$ cat src/rtl/mmio_io_ctrl_pkg.sv
// Shared definitions for the memory-mapped I/O block: register addresses,
// status bit positions and the address decoder.
package mmio_io_ctrl_pkg;

  localparam logic [31:0] MMIO_UART_CTRL = 32'h8000_0000;
  localparam logic [31:0] MMIO_UART_RX   = 32'h8000_0004;
  localparam logic [31:0] MMIO_UART_TX   = 32'h8000_0008;
  localparam logic [31:0] MMIO_CYCLE     = 32'h8000_0010;
  localparam logic [31:0] MMIO_INST      = 32'h8000_0014;
  localparam logic [31:0] MMIO_CNT_RST   = 32'h8000_0018;

  localparam int STAT_TX_READY    = 0;
  localparam int STAT_RX_NONEMPTY = 1;

  typedef enum logic [2:0] {
    REG_NONE,
    REG_CTRL,
    REG_RX,
    REG_TX,
    REG_CYCLE,
    REG_INST,
    REG_CNT_RST
  } reg_sel_e;

  // Full 32-bit match: aliases and unaligned addresses are not mapped.
  function automatic reg_sel_e decode_addr(input logic [31:0] addr);
    case (addr)
      MMIO_UART_CTRL: decode_addr = REG_CTRL;
      MMIO_UART_RX:   decode_addr = REG_RX;
      MMIO_UART_TX:   decode_addr = REG_TX;
      MMIO_CYCLE:     decode_addr = REG_CYCLE;
      MMIO_INST:      decode_addr = REG_INST;
      MMIO_CNT_RST:   decode_addr = REG_CNT_RST;
      default:        decode_addr = REG_NONE;
    endcase
  endfunction

endpackage

$ cat src/rtl/mmio_io_ctrl_rx_fifo.sv
// Small byte FIFO for UART receive data. Pointers wrap naturally; a separate
// occupancy count tells full from empty. Push is accepted when full if a pop happens too.
module io_rx_fifo #(
  parameter int DEPTH = 4,
  parameter int W     = 8
) (
  input  logic         clk,
  input  logic         rst_n,
  input  logic         push,
  input  logic         pop,
  input  logic [W-1:0] din,
  output logic [W-1:0] head,
  output logic         full,
  output logic         empty
);

  localparam int PW = $clog2(DEPTH);

  logic [W-1:0]  mem [DEPTH];
  logic [PW-1:0] wr_ptr;
  logic [PW-1:0] rd_ptr;
  logic [PW:0]   count;
  logic          do_push;
  logic          do_pop;

  assign full    = (count == (PW+1)'(DEPTH));
  assign empty   = (count == '0);
  assign do_pop  = pop && !empty;
  assign do_push = push && (!full || do_pop);
  assign head    = mem[rd_ptr];

  // NOTE: the storage array is deliberately not reset; count and pointers alone
  // define which entries are valid, so the array stays a plain register file.
  always_ff @(posedge clk) begin
    if (do_push) mem[wr_ptr] <= din;
  end

  // NOTE: all sequential state uses non-blocking assignments so every register
  // samples pre-edge values regardless of statement order.
  always_ff @(posedge clk) begin
    if (!rst_n) begin
      wr_ptr <= '0;
      rd_ptr <= '0;
      count  <= '0;
    end else begin
      if (do_push) wr_ptr <= wr_ptr + PW'(1);
      if (do_pop)  rd_ptr <= rd_ptr + PW'(1);
      case ({do_push, do_pop})
        2'b10:   count <= count + (PW+1)'(1);
        2'b01:   count <= count - (PW+1)'(1);
        default: count <= count;
      endcase
    end
  end

endmodule

$ cat src/rtl/mmio_io_ctrl.sv
// Memory-stage MMIO controller: address decode, UART TX holding register,
// RX byte FIFO, cycle/instruction counters and a registered read port.
module mmio_io_ctrl
  import mmio_io_ctrl_pkg::*;
#(
  parameter int RX_DEPTH = 4,
  parameter int CNT_W    = 32
) (
  input  logic        clk,
  input  logic        rst_n,
  input  logic [31:0] io_addr,
  input  logic [31:0] io_wdata,
  input  logic        io_re,
  input  logic        io_we,
  input  logic        inst_retire,
  output logic        io_hit,
  output logic [31:0] io_rdata,
  output logic [7:0]  uart_tx_data,
  output logic        uart_tx_valid,
  input  logic        uart_tx_ready,
  input  logic [7:0]  uart_rx_data,
  input  logic        uart_rx_valid,
  output logic        uart_rx_ready
);

  reg_sel_e         sel;
  logic             fifo_full;
  logic             fifo_empty;
  logic [7:0]       rx_head;
  logic             rx_push;
  logic             rx_pop;
  logic             tx_handshake;
  logic             tx_accept;
  logic             cnt_clr;
  logic [CNT_W-1:0] cycle_cnt;
  logic [CNT_W-1:0] inst_cnt;
  logic [31:0]      rd_mux;
  logic             unused_wdata;

  assign sel           = decode_addr(io_addr);
  assign io_hit        = (sel != REG_NONE);
  assign uart_rx_ready = !fifo_full;
  assign rx_push       = uart_rx_valid && uart_rx_ready;
  assign rx_pop        = io_re && (sel == REG_RX);
  assign tx_handshake  = uart_tx_valid && uart_tx_ready;
  // A store in the handshake cycle refills the holding register seamlessly.
  assign tx_accept     = io_we && (sel == REG_TX) && (!uart_tx_valid || tx_handshake);
  assign cnt_clr       = io_we && (sel == REG_CNT_RST);
  assign unused_wdata  = ^io_wdata[31:8];

  io_rx_fifo #(
    .DEPTH (RX_DEPTH),
    .W     (8)
  ) u_rx_fifo (
    .clk   (clk),
    .rst_n (rst_n),
    .push  (rx_push),
    .pop   (rx_pop),
    .din   (uart_rx_data),
    .head  (rx_head),
    .full  (fifo_full),
    .empty (fifo_empty)
  );

  // NOTE: rd_mux gets its default before the case so no path leaves it
  // unassigned, which would otherwise infer a latch.
  always_comb begin
    rd_mux = '0;
    case (sel)
      REG_CTRL: begin
        rd_mux[STAT_TX_READY]    = !uart_tx_valid;
        rd_mux[STAT_RX_NONEMPTY] = !fifo_empty;
      end
      REG_RX:    if (!fifo_empty) rd_mux[7:0] = rx_head;
      REG_CYCLE: rd_mux = 32'(cycle_cnt);
      REG_INST:  rd_mux = 32'(inst_cnt);
      default:   rd_mux = '0;
    endcase
  end

  always_ff @(posedge clk) begin
    if (!rst_n) begin
      io_rdata      <= '0;
      uart_tx_valid <= 1'b0;
      uart_tx_data  <= '0;
      cycle_cnt     <= '0;
      inst_cnt      <= '0;
    end else begin
      if (io_re && io_hit) io_rdata <= rd_mux;

      if (tx_accept) begin
        uart_tx_valid <= 1'b1;
        uart_tx_data  <= io_wdata[7:0];
      end else if (tx_handshake) begin
        uart_tx_valid <= 1'b0;
      end

      if (cnt_clr) begin
        cycle_cnt <= '0;
        inst_cnt  <= '0;
      end else begin
        cycle_cnt <= cycle_cnt + CNT_W'(1);
        inst_cnt  <= inst_cnt + CNT_W'(inst_retire);
      end
    end
  end

endmodule

$ cat config.mk
export PLATFORM = sky130hd
export DESIGN_NAME = mmio_io_ctrl
export DESIGN_NICKNAME = d
export VERILOG_FILES = /design/src/rtl/mmio_io_ctrl_pkg.sv /design/src/rtl/mmio_io_ctrl_rx_fifo.sv /design/src/rtl/mmio_io_ctrl.sv
export SDC_FILE = /design/constraint.sdc
export NUM_CORES = 1
export LEC_CHECK = 0
export CORE_UTILIZATION = 48
export CTS_CLUSTER_DIAMETER = 60
export CTS_CLUSTER_SIZE = 16
export DETAILED_ROUTE_END_ITERATION = 10
export PLACE_DENSITY_LB_ADDON = 0.25
export RECOVER_POWER = 50
export REMOVE_ABC_BUFFERS = 1
export SYNTH_ARGS = -nofsm -noshare
export SYNTH_HDL_FRONTEND = slang
export SYNTH_HIERARCHICAL = 1
export SYNTH_SLANG_ARGS = --single-unit
$ cat constraint.sdc
create_clock -name clk -period 3.2 [get_ports clk]
set_clock_uncertainty 0.1 [all_clocks]
set_input_delay 0.64 -clock clk [delete_from_list [all_inputs] [get_ports clk]]
set_output_delay 0.64 -clock clk [all_outputs]
set_load 0.01 [all_outputs]
==> results of run 1 <==
==> how the worst max path moves through the flow <==
stage | from | end | slack [ns] | cells after the start
floorplan | io_addr[22] | cycle_cnt[10] | -1.09 | 4
global placement | io_addr[7] | u_rx_fifo/count[2] | -0.23 | 11
detailed placement | io_addr[7] | u_rx_fifo/count[2] | -0.38 | 11
CTS | io_addr[7] | u_rx_fifo/count[2] | 0.08 | 11
global route | io_addr[7] | u_rx_fifo/count[2] | 0.04 | 11
finish | io_addr[7] | u_rx_fifo/count[2] | 0.16 | 11
==> worst min-delay path: cells and delay by family, from the launching register on <==
kind	cells	cell delay, ns
and+or+nand+nor	1	0.05
DFF	1	0.30
muxes	1	0.05
==> stage by stage <==
step,hold slack (ns),cell area (µm²),utilization [%],power (mW)
global placement,0.341,8060,58.3,2.19
finish,0.348,8630,62.4,3.99
floorplan,0.349,6570,-,2.05
CTS,0.355,8640,62.5,4.01
global route,0.379,8630,62.4,4.12
detailed placement,0.348,8060,58.3,2.20
==> flip-flops by register name, indices dropped and copies added, names as in the netlist, named ones only <==
register          cells
u_rx_fifo/rd_ptr      2
io_rdata             32
inst_cnt             32
uart_tx_data          8
uart_tx_valid         1
u_rx_fifo/wr_ptr      2
cycle_cnt            32
u_rx_fifo/count       3
u_rx_fifo/mem        32
==> cell families (layout without fill, tap and decap cells) <==
family	after synthesis	count (layout)
xor+xnor	29	29
flops	146	146
buf+inv	67	178
compound gates	146	146
simple gates	235	235
mux	50	50
fa+ha+maj	8	8
==> Yosys cell counts (2+ instances only) <==
master,n
a211oi_1,2
a21oi_1,45
and2_1,14
and3_1,2
and4_1,10
buf_2,13
buf_6,2
clkbuf_1,33
dfxtp_1,114
edfxtp_1,32
ha_1,7
inv_1,18
mux2i_1,42
mux4_2,8
nand2_1,50
nand2b_1,6
nand3_1,17
nand4_1,23
nor2_1,44
nor2b_1,3
nor3_1,9
nor3b_1,2
nor4_1,7
o21ai_0,14
o22ai_1,6
o311ai_0,24
o31ai_1,47
o31ai_2,2
or3_1,14
or4_1,27
xnor2_1,13
xor2_1,16
==> layer usage <==
layer	part of all wire [%]	GRT usage, %	vias up
li1	-	-	2773
met1	43	29.2	2792
met2	50	40.3	182
met4	1.5	8.72	0
met3	5.6	5.26	20
met5	0	0	-
==> timing repair <==
| action | 4_1_cts | 5_1_grt |
|---|---|---|
| endpoints found under the setup margin | 1 | 2 |
| resized for setup | 6 | 4 |
| pin swaps | 1 | 0 |
==> layout by cell type, fill, tap and decap left out, drive strengths merged, types with 27 or more instances in the layout <==
cell,count
o31ai,49
nand2,50
or4,27
dfxtp,114
nor2,44
buf,28
dlygate4sd3,50
mux2i,42
edfxtp,32
a21oi,45
clkdlybuf4s50,44
==> final cells by class <==
class,instances,area share [%]
clock buffers,18,4.97
clock inverters,14,1.33
inverters,18,0.782
multi-input cells,468,38.5
flip-flops and latches,146,37.6
well taps,180,2.61
repair buffers,128,14.3
==> power by group <==
part           internal [mW]  switching [mW]
Combinational          0.118           0.114
Sequential              1.91          0.0166
Clock                   1.06           0.773
==> qor.yml, run 1 <==
run_status:
  status: "finished, final reports clean"
setup_path:
  cp-end-kind: "flop"
  cp_data_required_time_ns: 3.45
  critPathKind: "input pin to flop"
  slowest_stage: "clkdlybuf4s50_1"
  cp_max_fo: 2
  critPathArrivalTime_ns: 3.28
  cp_common_cell: "nand2b_1"
  timing.rr.end: "cycle_cnt[28]"
  regToRegSetupSlack_ns: 0.59
  slowest_delay_ns: 0.48
  crit_chain: "clkdlybuf4s50_1 -> nor4_4 -> and4_4 -> nand2_1 -> nor3_2 -> o31a_1 -> nand2b_1 -> fa_1 -> nand2b_1 -> o31ai_2 -> mux2i_1"
  crit_buf_inv: 1
  timing.rr.start: "cycle_cnt[0]"
  reg2regPathDepth: 6
  cp_top_family: "simple AND/OR/NAND/NOR gates"
  startpoint_type: "input pin"
finish:
  layout.nets: 866
  fillers: 1101
  syn_to_final_growth_pct: 27.2
  multi_input_area_um2: 3320
  seq_area_um2: 3240
  stdcell_count: 972
  diodes: 0
  layout-drive-gt1-share_pct: 10.6
clocking:
  cts-htree-levels: 4
  clkTransAtPathRegs_ns: 0.06
  clock-sinks: 146
  cts-root-buf: "clkbuf_16"
  worstSkewPairLatency_ns: 0.42
  cts_tree: "built"
  cts_buffers: 17
  clock_path_buffers: 2
  cts_setup_buffers: 0
  cts_hold_buf: 0
sta:
  worst_slack_ns: 0.163
  hold_violations: 0
  fmax_ghz: 0.329
  slew_headroom_pct: 51.1
  finalCritPeriodShare_pct: 94.9
  maxSlewViolCount: 0
  tightest_slew_ns: 0.728
  min_period_ns: 3.04
  rsz0062_at_grt: "false"
  timing.setup.tns_ns: 0
  setup_violations: 0
place:
  dp_cells: 940
  gp_congestion: 0.803
  dpl_worst_slack_ns: -0.381
  dp.final_hpwl_um: 11600
  port_buffers: 97
drt:
  final_antenna_net_count: 0
  avgViaCountPerCell: 5.93
  dr.pass1.iters: 4
  wl_per_cell_um: 17.4
  drc_errors: 0
  finalWirelength_um: 16900
  routed-via-count: 5767
  drt_iter0_markers: 487
synth:
  synth_area_um2: 6790
  synth_top_family_by_area: "simple AND/OR/NAND/NOR gates"
  ys_warn_count: 6
  ys_seq_elements: 146
  seq_area_frac_synth_pct: 47.8
  synthAdderAreaFrac_pct: 1.59
  synthFlopType: "dfxtp_1"
  synth.largest_area_cell: "dfxtp_1"
  syn_avg_cell_area_um2: 9.97
  async_reset_ff_share_pct: 0
  synth.area.top_cells: "dfxtp_1 34%, edfxtp_1 14%, mux2i_1 6.2%, o31ai_1 5.2%, a21oi_1 3.3%"
  synth_compound_area_share_pct: 14.6
  synth_top_area_share_pct: 33.6
  synth_xor_xnor_area_share_pct: 3.74
  synth-edff-count: 32
  synth_cell_types: 47
  muxShareOfSynthArea_pct: 8.85
  syn_inst: 681
  synth-simple-area-share_pct: 19.2
floorplanning:
  die_y_um: 121
  die-area_um2: 14600
  die_width_um: 121
  initial_utilization_pct: 49.1
  core_area_um2: 13800
  io_pins: 122
  rows: 43
power_and_ir_drop:
  p_leak_nw: 2.97
  power_density_nw_per_um2: 462
  ir_drop_mv: 0.337
min_path:
  whs_endpoint: "uart_tx_data[7]"
  hp-class: "flop to flop"
  min_delay_path_depth: 2
  hold_path_startpoint: "uart_tx_data[7]"
grt:
  track_usage_pct: 23.6
  grt_max_degree: 65
  overflow: 0
  grt_pass1_wl_um: 26900
  antenna_found_initial: 0
  first_global_vias: 5486
job:
  drv_cap: 0
Note: power is estimated with default switching activity, not from simulation.
==> run 2, diff against run 1 <==
Settings changed: PLACE_DENSITY set to 0.74, PLACE_DENSITY_LB_ADDON 0.25 to not set.
==> qor.yml, run 2 (synthesized netlist as in run 1, its figures left out) <==
run_status:
  status: "finished, final reports clean"
clocking:
  cts_setup_buffers: 0  # unchanged
  cts_buffers: 17  # unchanged
  worstSkewPairLatency_ns: 0.43  # about the same
  cts-root-buf: "clkbuf_16"
  clock-sinks: 146  # unchanged
  clock_path_buffers: 2  # unchanged
  cts_hold_buf: 0  # unchanged
  clkTransAtPathRegs_ns: 0.06  # about the same
  cts-htree-levels: 4  # unchanged
  cts_tree: "built"
grt:
  grt_pass1_wl_um: 27500  # +2.4%
  antenna_found_initial: 0  # unchanged
  track_usage_pct: 24.0  # +0.41 points
  overflow: 0  # unchanged
  first_global_vias: 5749  # +4.8%
  grt_max_degree: 65  # unchanged
sta:
  maxSlewViolCount: 0  # unchanged
  worst_slack_ns: 0.139  # -0.0246 ns
  min_period_ns: 3.06  # +0.0246 ns
  fmax_ghz: 0.327  # -0.80%
  slew_headroom_pct: 50.8  # -0.22 points
  finalCritPeriodShare_pct: 95.7  # +0.77 points
  hold_violations: 0  # unchanged
  setup_violations: 0  # unchanged
  tightest_slew_ns: 0.735  # +0.00677 ns
drt:
  met3_length_um: 1040  # +10%
  drt_iter0_markers: 405  # -17%
  routed-via-count: 5904  # +2.4%
  wl_met1_um: 7290  # +1.1%
  wl_met2_um: 8330  # -1.6%
  wl_per_cell_um: 17.7  # +1.9%
  drc_errors: 0  # unchanged
  final_antenna_net_count: 0  # unchanged
  dr.pass1.iters: 6  # +2
  finalWirelength_um: 17200  # +2.0%
  top_layer_used: "met4"
  avgViaCountPerCell: 6.07  # +2.3%
place:
  dp.final_hpwl_um: 11400  # -1.8%
  port_buffers: 97  # unchanged
  gp_congestion: 0.825  # +2.7%
  dpl_worst_slack_ns: -0.364  # +0.0171 ns
  dp_cells: 941  # +0.11%
floorplanning:
  core_area_um2: 13800  # unchanged
  io_pins: 122  # unchanged
  rows: 43  # unchanged
  initial_utilization_pct: 49.1  # unchanged
  die_width_um: 121  # unchanged
  die-area_um2: 14600  # unchanged
  die_y_um: 121  # unchanged
finish:
  layout-drive-gt1-share_pct: 10.8  # +0.24 points
  layout_common_cells: "114 x dfxtp_1, 50 x nand2_1, 49 x dlygate4sd3_1"
  layout_commonest_cell: "dfxtp_1"
  layout.nets: 867  # +0.12%
  stdcell_count: 973  # +0.10%
  multi_input_area_um2: 3330  # about the same
  diodes: 0  # unchanged
  fillers: 1051  # -4.5%
  syn_to_final_growth_pct: 27.9
  seq_area_um2: 3240  # unchanged
setup_path:
  cp_max_fo: 2  # unchanged
  critPathArrivalTime_ns: 3.31  # +0.03 ns
  reg2regPathDepth: 5  # -1
  critPathLaunch: "io_addr[21]"
  timing.rr.end: "cycle_cnt[28]"
  cp-end-kind: "flop"
  startpoint_type: "input pin"
  critPathKind: "input pin to flop"
  regToRegSetupSlack_ns: 0.51  # -0.08 ns
  cp_data_required_time_ns: 3.44  # about the same
  timing.rr.start: "cycle_cnt[0]"
min_path:
  whs_endpoint: "uart_tx_data[2]"
  min_delay_path_depth: 2  # unchanged
  hp-class: "flop to flop"
  hold_path_startpoint: "uart_tx_data[2]"
job:
  drv_cap: 0  # unchanged
power_and_ir_drop:
  power_density_nw_per_um2: 484  # +4.6%
  p_leak_nw: 3.03  # +1.8%
  ir_drop_mv: 0.366  # +8.8%
[run 2: worst max-delay path by stage]
stage	endpoint	slack (ns)	depth (start not counted)
after floorplan	cycle_cnt[10]	-1.09	4
after global placement	u_rx_fifo/count[2]	-0.21	11
after detailed placement	u_rx_fifo/count[2]	-0.36	11
after CTS	u_rx_fifo/count[2]	0.09	11
after global routing	u_rx_fifo/count[2]	-0.04	11
final	u_rx_fifo/count[2]	0.14	11
[run 2: report_power, final]
group	internal, mW	switching (mW)
combinational	0.117	0.115
clock	1.24	0.800
sequential	1.91	0.0164
[run 2: area by class of cell]
type / instances / share of cell area (%)
well taps: 180 / 2.59
clock inverters: 14 / 2.06
inverters: 18 / 0.778
clock buffers: 18 / 4.94
repair buffers: 129 / 13.9
multi-input cells: 468 / 38.3
flip-flops and latches: 146 / 37.4
[run 2: through the flow]
stage | power [mW] | area (µm²) | util (%) | setup TNS, ns | hold WS, ns
5_1_grt | 4.32 | 8680 | 62.8 | -0.0415 | 0.382
4_1_cts | 4.22 | 8680 | 62.8 | 0 | 0.358
6_report | 4.20 | 8680 | 62.8 | 0 | 0.353
2_1_floorplan | 2.05 | 6570 | - | -67.05 | 0.349
3_3_place_gp | 2.19 | 8040 | 58.2 | -1.98 | 0.345
3_5_place_dp | 2.20 | 8040 | 58.2 | -4.49 | 0.348
[run 2: per-layer routing]
metal / vias to the layer above / track usage [%]
met2: 222 / 39.9
li1: 2781 / -
met5: - / 0
met1: 2855 / 29.8
met3: 46 / 4.79
met4: 0 / 11.7
[run 2: repair_timing]
action | CTS | global route
pin swaps | 1 | 0
setup endpoints to repair | 1 | 2
gates resized for setup | 6 | 6
[run 2: worst max-delay path, stage by stage]
cell	delay [ns]
clkdlybuf4s50_1	0.42
nor4_2	0.33
and4_4	0.29
nand2_1	0.09
nor3_2	0.24
o31a_1	0.19
nand2b_1	0.08
fa_1	0.39
nand2b_1	0.17
o31ai_2	0.22
mux2i_1	0.23
